===== config.mk =====
export PLATFORM = sky130hd
export DESIGN_NAME = ts_tag_parser
export DESIGN_NICKNAME = d
export VERILOG_FILES = /design/src/rtl/ts_tag_pkg.sv /design/src/rtl/ts_tag_parser_sat_counter.sv /design/src/rtl/ts_tag_parser.sv
export SDC_FILE = /design/constraint.sdc
export NUM_CORES = 1
export LEC_CHECK = 0
export ABC_AREA = 1
export CAP_MARGIN = 25
export CORE_MARGIN = 5
export CORE_UTILIZATION = 54
export DETAILED_ROUTE_END_ITERATION = 8
export PLACE_DENSITY = 0.8
export SYNTH_ARGS = -nofsm -noshare
export SYNTH_HDL_FRONTEND = slang
export SYNTH_SLANG_ARGS = --single-unit
export TNS_END_PERCENT = 100

===== constraint.sdc =====
create_clock -name rxc -period 2.93 [get_ports rxc]
set_clock_uncertainty 0.05 [all_clocks]
set_input_delay 0.293 -clock rxc [delete_from_list [all_inputs] [get_ports rxc]]
set_output_delay 0.293 -clock rxc [all_outputs]
set_load 0.01 [all_outputs]

===== src/rtl/ts_tag_pkg.sv =====
// Shared constants and types for the PKTE timestamp tag parser.
// Tag positions are byte indices from the first marker byte.
package ts_tag_pkg;

   typedef enum logic [2:0] {
      ST_IDLE,
      ST_PRE,
      ST_MARK,
      ST_FIELDS,
      ST_TAIL
   } state_e;

   localparam int TAG_LEN = 19;

   localparam logic [7:0] MARK0 = 8'h50;
   localparam logic [7:0] MARK1 = 8'h4B;
   localparam logic [7:0] MARK2 = 8'h54;
   localparam logic [7:0] MARK3 = 8'h45;

   localparam logic [4:0] PORT  = 5'd4;
   localparam logic [4:0] FLAG0 = 5'd5;
   localparam logic [4:0] FLAG1 = 5'd6;
   localparam logic [4:0] SEC0  = 5'd9;
   localparam logic [4:0] NS0   = 5'd13;
   localparam logic [4:0] LEN0  = 5'd17;
   localparam logic [4:0] LAST  = 5'(TAG_LEN - 1);

   function automatic logic [7:0] marker_byte(input logic [1:0] i);
      logic [7:0] m;
      unique case (i)
         2'd0:    m = MARK0;
         2'd1:    m = MARK1;
         2'd2:    m = MARK2;
         default: m = MARK3;
      endcase
      return m;
   endfunction

endpackage


===== src/rtl/ts_tag_parser_sat_counter.sv =====
// Saturating up-counter for tag statistics.
// Holds at all-ones instead of wrapping.
module sat_counter #(
   parameter int CNT_W = 16
) (
   input  logic             clk_i,
   input  logic             rst_ni,
   input  logic             inc_i,
   output logic [CNT_W-1:0] count_o
);

   logic [CNT_W-1:0] cnt_q, cnt_d;

   always_comb begin
      cnt_d = cnt_q;
      if (inc_i && (cnt_q != '1)) begin
         cnt_d = cnt_q + CNT_W'(1);
      end
   end

   always_ff @(posedge clk_i or negedge rst_ni) begin
      if (!rst_ni) begin
         cnt_q <= '0;
      end else begin
         cnt_q <= cnt_d;
      end
   end

   assign count_o = cnt_q;

endmodule


===== src/rtl/ts_tag_parser.sv =====
// Locates the PKTE timestamp tag after TAG_OFFSET frame bytes, unpacks it
// and forwards the frame one cycle later with the tag bytes removed.
module ts_tag_parser
   import ts_tag_pkg::*;
#(
   parameter int TAG_OFFSET = 12,
   parameter int CNT_W      = 16
) (
   input  logic             rxc,
   input  logic             RST,
   input  logic [7:0]       in_data,
   input  logic             in_valid,
   input  logic             in_sof,
   input  logic             in_eof,
   output logic [7:0]       out_data,
   output logic             out_valid,
   output logic             out_sof,
   output logic             out_eof,
   output logic             tag_valid,
   output logic             tag_err,
   output logic [7:0]       tag_port,
   output logic             tag_crc_wrong,
   output logic             tag_len_long,
   output logic             tag_len_short,
   output logic [31:0]      tag_sec,
   output logic [31:0]      tag_ns,
   output logic [10:0]      tag_len,
   output logic [CNT_W-1:0] tag_ok_cnt,
   output logic [CNT_W-1:0] tag_bad_cnt
);

   localparam logic [4:0] PRE_LAST =
      (TAG_OFFSET == 0) ? 5'd0 : 5'(TAG_OFFSET - 1);

   state_e     state_q, state_d;
   state_e     cur_st;
   logic [4:0] cnt_q, cnt_d;
   logic [4:0] idx;
   logic [4:0] pos;
   logic       start;
   logic       abort;
   logic       fwd;
   logic       good;
   logic       err;
   logic       cap;

   logic [7:0]  port_s_q;
   logic        crc_s_q;
   logic        long_s_q;
   logic        short_s_q;
   logic [31:0] sec_s_q;
   logic [31:0] ns_s_q;
   logic [7:0]  len_s_q;

   logic [7:0]  out_data_q;
   logic        out_valid_q;
   logic        out_sof_q;
   logic        out_eof_q;
   logic        tag_valid_q;
   logic        tag_err_q;
   logic [7:0]  tag_port_q;
   logic        tag_crc_q;
   logic        tag_long_q;
   logic        tag_short_q;
   logic [31:0] tag_sec_q;
   logic [31:0] tag_ns_q;
   logic [10:0] tag_len_q;

   // A new sof restarts parsing from the sof byte itself, whatever state
   // the previous frame was left in.
   always_comb begin
      start   = in_valid & in_sof;
      abort   = start & (state_q != ST_IDLE);
      cur_st  = state_q;
      idx     = cnt_q;
      state_d = state_q;
      cnt_d   = cnt_q;
      fwd     = 1'b0;
      good    = 1'b0;
      err     = 1'b0;
      cap     = 1'b0;
      if (start) begin
         cur_st = (TAG_OFFSET == 0) ? ST_MARK : ST_PRE;
         idx    = '0;
         err    = (state_q == ST_MARK) || (state_q == ST_FIELDS);
      end
      pos = (cur_st == ST_FIELDS) ? idx + PORT : idx;
      if (in_valid) begin
         state_d = cur_st;
         cnt_d   = idx;
         unique case (cur_st)
            ST_PRE: begin
               fwd = 1'b1;
               if (in_eof) begin
                  state_d = ST_IDLE;
                  cnt_d   = '0;
               end else if (idx == PRE_LAST) begin
                  state_d = ST_MARK;
                  cnt_d   = '0;
               end else begin
                  cnt_d = idx + 5'd1;
               end
            end
            ST_MARK: begin
               if (in_eof) begin
                  fwd     = 1'b1;
                  err     = 1'b1;
                  state_d = ST_IDLE;
                  cnt_d   = '0;
               end else if (in_data != marker_byte(idx[1:0])) begin
                  err     = 1'b1;
                  state_d = ST_TAIL;
                  cnt_d   = '0;
               end else if (idx == 5'd3) begin
                  state_d = ST_FIELDS;
                  cnt_d   = '0;
               end else begin
                  cnt_d = idx + 5'd1;
               end
            end
            ST_FIELDS: begin
               if (in_eof) begin
                  fwd     = 1'b1;
                  err     = 1'b1;
                  state_d = ST_IDLE;
                  cnt_d   = '0;
               end else if (pos == LAST) begin
                  good    = 1'b1;
                  state_d = ST_TAIL;
                  cnt_d   = '0;
               end else begin
                  cap   = 1'b1;
                  cnt_d = idx + 5'd1;
               end
            end
            ST_TAIL: begin
               fwd = 1'b1;
               if (in_eof) begin
                  state_d = ST_IDLE;
                  cnt_d   = '0;
               end
            end
            default: begin
               fwd = 1'b1;
            end
         endcase
      end
   end

   always_ff @(posedge rxc or negedge RST) begin
      if (!RST) begin
         state_q <= ST_IDLE;
         cnt_q   <= '0;
      end else begin
         state_q <= state_d;
         cnt_q   <= cnt_d;
      end
   end

   always_ff @(posedge rxc or negedge RST) begin
      if (!RST) begin
         port_s_q  <= '0;
         crc_s_q   <= 1'b0;
         long_s_q  <= 1'b0;
         short_s_q <= 1'b0;
         sec_s_q   <= '0;
         ns_s_q    <= '0;
         len_s_q   <= '0;
      end else if (cap) begin
         unique case (1'b1)
            (pos == PORT): port_s_q <= in_data;
            (pos == FLAG0): begin
               crc_s_q  <= in_data[4];
               long_s_q <= in_data[0];
            end
            (pos == FLAG1): short_s_q <= in_data[4];
            (pos >= SEC0 && pos < NS0):
               sec_s_q <= {in_data, sec_s_q[31:8]};
            (pos >= NS0 && pos < LEN0):
               ns_s_q <= {in_data, ns_s_q[31:8]};
            (pos == LEN0): len_s_q <= in_data;
            default: ;
         endcase
      end
   end

   always_ff @(posedge rxc or negedge RST) begin
      if (!RST) begin
         tag_valid_q <= 1'b0;
         tag_err_q   <= 1'b0;
         tag_port_q  <= '0;
         tag_crc_q   <= 1'b0;
         tag_long_q  <= 1'b0;
         tag_short_q <= 1'b0;
         tag_sec_q   <= '0;
         tag_ns_q    <= '0;
         tag_len_q   <= '0;
      end else begin
         tag_valid_q <= good;
         tag_err_q   <= err;
         if (good) begin
            tag_port_q  <= port_s_q;
            tag_crc_q   <= crc_s_q;
            tag_long_q  <= long_s_q;
            tag_short_q <= short_s_q;
            tag_sec_q   <= sec_s_q;
            tag_ns_q    <= ns_s_q;
            tag_len_q   <= {in_data[2:0], len_s_q};
         end
      end
   end

   always_ff @(posedge rxc or negedge RST) begin
      if (!RST) begin
         out_data_q  <= '0;
         out_valid_q <= 1'b0;
         out_sof_q   <= 1'b0;
         out_eof_q   <= 1'b0;
      end else begin
         out_valid_q <= in_valid & fwd;
         out_sof_q   <= in_valid & fwd & in_sof;
         out_eof_q   <= in_valid & fwd & in_eof;
         if (in_valid) begin
            out_data_q <= in_data;
         end
      end
   end

   sat_counter #(.CNT_W(CNT_W)) u_ok_cnt (
      .clk_i   (rxc),
      .rst_ni  (RST),
      .inc_i   (tag_valid_q),
      .count_o (tag_ok_cnt)
   );

   sat_counter #(.CNT_W(CNT_W)) u_bad_cnt (
      .clk_i   (rxc),
      .rst_ni  (RST),
      .inc_i   (tag_err_q),
      .count_o (tag_bad_cnt)
   );

   assign out_data  = out_data_q;
   assign out_valid = out_valid_q;
   assign out_sof   = out_sof_q;
   // The byte already on the output closes the aborted frame.
   assign out_eof   = out_eof_q | (abort & out_valid_q);

   assign tag_valid     = tag_valid_q;
   assign tag_err       = tag_err_q;
   assign tag_port      = tag_port_q;
   assign tag_crc_wrong = tag_crc_q;
   assign tag_len_long  = tag_long_q;
   assign tag_len_short = tag_short_q;
   assign tag_sec       = tag_sec_q;
   assign tag_ns        = tag_ns_q;
   assign tag_len       = tag_len_q;

endmodule


==> results.md <==
* GRT overflow at 0
* DRT iter0 DRCs at 628
* Initial antenna violation count at 0
* Gp weighted congestion at 0.9289
* Post-layout min period at 2.497 ns
* HPWL Detailed at 16220 microns
* Number of synthesized register bits at 222
* Row cnt at 48
* IO Count at 144
* Final Hold Fails at 0
* Count leader, synth: nand2_1
* Worst slew pin tran at 0.7103 ns
* Max-cap violation count at 0
* Drt drc at 0
* Mapped Cells at 1100
* Worst min path class: input pin to asynchronous set/reset pin
* CP Max Fanout at 103
* Crit end category: register
* Period Utilization, post-route at 85.22%
* RSZ-0062 raised after global routing: false
* Final setup viols at 0
* First-pass GRT wire length at 38990 microns
* Setup Fix Bufs, Post-CTS at 0
* Post-cts resize count at 0
* Total core area at 17300 sq um
* Via density at 5.239
* Post-synth ARST share at 100.0%
* Clock sinks at 222
* Vias at 7858
* Clk Tree Root Cell: clkbuf_16
* Average routed wire per standard cell at 15.69 microns
* Top cells by area, synth: dfrtp_1 (58%), nand2_1 (19%), nand3_1 (4.2%)
* Antenna Cells at 0
* Crit path DAT at 2.80 ns
* Max Freq at 0.4005 GHz
* Pin count of the biggest net entering global routing at 104
* DRT Pass-1 Iters at 5
* Pins Over Slew Limit at 0
* DIE WIDTH at 142.7 microns
* Initial Util at 54.98%
* Critical setup path kind: register to register
* PwrDens at 650.2 nW/um^2
* Synth top area share at 58.42%
* CTS Hold Buffers Added at 1
* Mapped cell area at 9509 sq um
* Number of enable flip-flop cells after synthesis at 0
* Total track usage at 23.40%
* Worst slew margin at 52.60%
* Top FF cell, synth: dfrtp_1
* Routed WL at 23540 microns
* Mean Syn Cell Area at 8.645 sq um
* Die Y at 142.7 microns
* Vias in the first global route at 7834
* Synthesized net count at 1123
* Max VDD drop at 0.0004822 V
* WHS at 0.3273 ns
* H-Tree Depth at 1
* Port bufs at 143
* Status: finished, final reports clean
* Yosys cell types at 36
* Worst-Skew Late Latency at 0.50 ns
* Post-layout util at 70.36%
* Final net count at 1283
* Synth warn at 0
* Final TNS setup at 0 ns
* Die ar. at 20360 sq um
* Leakage power at 6.232 nW
* Fillers at 1340
* Area leader, netlist: dfrtp_1
* CTS clk-pin slew, worst paths at 0.07 ns
* Crit path required time at 3.24 ns
* Cts bufs inserted at 23
* Share of layout cells above drive strength 1 at 7.216%
* Layout area overhead at 27.99%
* Maximum clock insertion buffer count at 3
* Register area share after synthesis at 58.42%
* CTS tree: done
* Most frequent cells after synthesis: nand2_1 (475), dfrtp_1 (222), nand3_1 (80)
* Startpoint Class: register
* Antenna-violating nets left at 0
## path summary, 6_finish.rpt
| path | start | endpoint | slack, ns | cells after the start |
|---|---|---|---|---|
| min in group rxc | in_sof | out_sof | 0.34 | 3 |
| min | RST | tag_ns[28] | 0.33 | 2 |
| max in group asynchronous | RST | tag_err | 1.62 | 3 |
| max reg2reg | cnt_q[2] | tag_ns[30] | 0.43 | 13 |
| min reg2reg | len_s_q[6] | tag_len[6] | 0.41 | 2 |
| max | cnt_q[2] | tag_ns[30] | 0.43 | 13 |
## where the power goes
group	internal (W)	leakage, nW	switching (W)
sequential	0.00343	2.96	0.000264
combinational	0.000470	2.88	0.000723
clock	0.00185	0.387	0.00118
total	0.00575	6.23	0.00216
## through the flow
| stage | total power (W) | setup slack, ns | cell area [sq um] | std cells |
|---|---|---|---|---|
| 6_report | 0.007913 | 0.4330 | 12170 | 1500 |
| 5_1_grt | 0.008299 | 0.2429 | 12170 | 1500 |
| 4_1_cts | 0.007951 | 0.4514 | 12170 | 1500 |
| 3_5_place_dp | 0.004918 | 0.05663 | 11370 | 1459 |
| 3_3_place_gp | 0.004886 | 0.1841 | 11370 | 1459 |
| 2_1_floorplan | 0.004360 | 0.6899 | 9509 | 1100 |
## critical path: stages (launching register included)
cell and delay, ns:
dfrtp_1 0.39, inv_1 0.08, nor2_2 0.23, inv_1 0.10, ha_1 0.30, nand3_1 0.13, nand2_2 0.11, nor2_4 0.18
nand3_4 0.11, inv_2 0.10, nand3_4 0.09, buf_12 0.25, nand2_1 0.10, o21ai_0 0.09
## area by class of cell
type	instances	area [sq um]	area share, %
Clock buffer	31	665.6	5.469
Tap cell	225	281.5	2.313
Clock inverter	9	125.1	1.028
Multi-Input combinational cell	761	3475	28.55
Timing Repair Buffer	175	1779	14.62
Inverter	77	289.0	2.375
Sequential cell	222	5555	45.65
## cell usage in the layout (no fill, tap or decap), types with 2 or more instances in the layout
master,instances
a21boi_0,2
a21oi_1,11
a31oi_1,2
buf_12,8
buf_4,23
bufinv_16,3
clkbuf_1,2
clkbuf_16,23
clkbuf_8,6
clkdlybuf4s50_1,142
clkinv_2,4
clkinvlp_4,2
dfrtp_1,222
ha_1,10
inv_1,72
inv_2,5
nand2_1,475
nand2_2,3
nand3_1,80
nand3_4,2
nand3b_1,3
nand4_1,10
nor2_1,32
nor2_2,4
nor2_4,2
nor3_1,13
nor4_1,2
o21ai_0,58
o21ai_1,10
or2_2,2
xnor2_1,8
xor2_1,23
## cell families after synthesis
family,after synthesis,synth area share [%]
buffers and inverters,117,5.145
AND/OR/NAND/NOR,632,27.39
flip-flops,222,58.42
adder cells (fa/ha/maj),10,1.316
AO/OA/AOI/OAI,88,4.868
XOR/XNOR,31,2.855
## state kept, by name, summed over array words and instances, names as in the netlist, 8 cells and up
| signal | cells |
|---|---|
| tag_len | 11 |
| out_data | 8 |
| u_ok_cnt.count_o | 16 |
| ns_s_q | 32 |
| u_bad_cnt.count_o | 16 |
| sec_s_q | 32 |
| tag_ns | 32 |
| tag_sec | 32 |
| len_s_q | 8 |
| port_s_q | 8 |
| tag_port | 8 |
## metal layers
layer | vias to the layer above | track usage, % | share of wire (%)
li1 | 3790 | - | -
met1 | 3763 | 33.31 | 43
met2 | 253 | 37.71 | 47
met3 | 52 | 3.382 | 7.2
met4 | 0 | 7.154 | 2.8
met5 | - | 0 | 0
No activity file was read; power rests on OpenSTA's default activity.
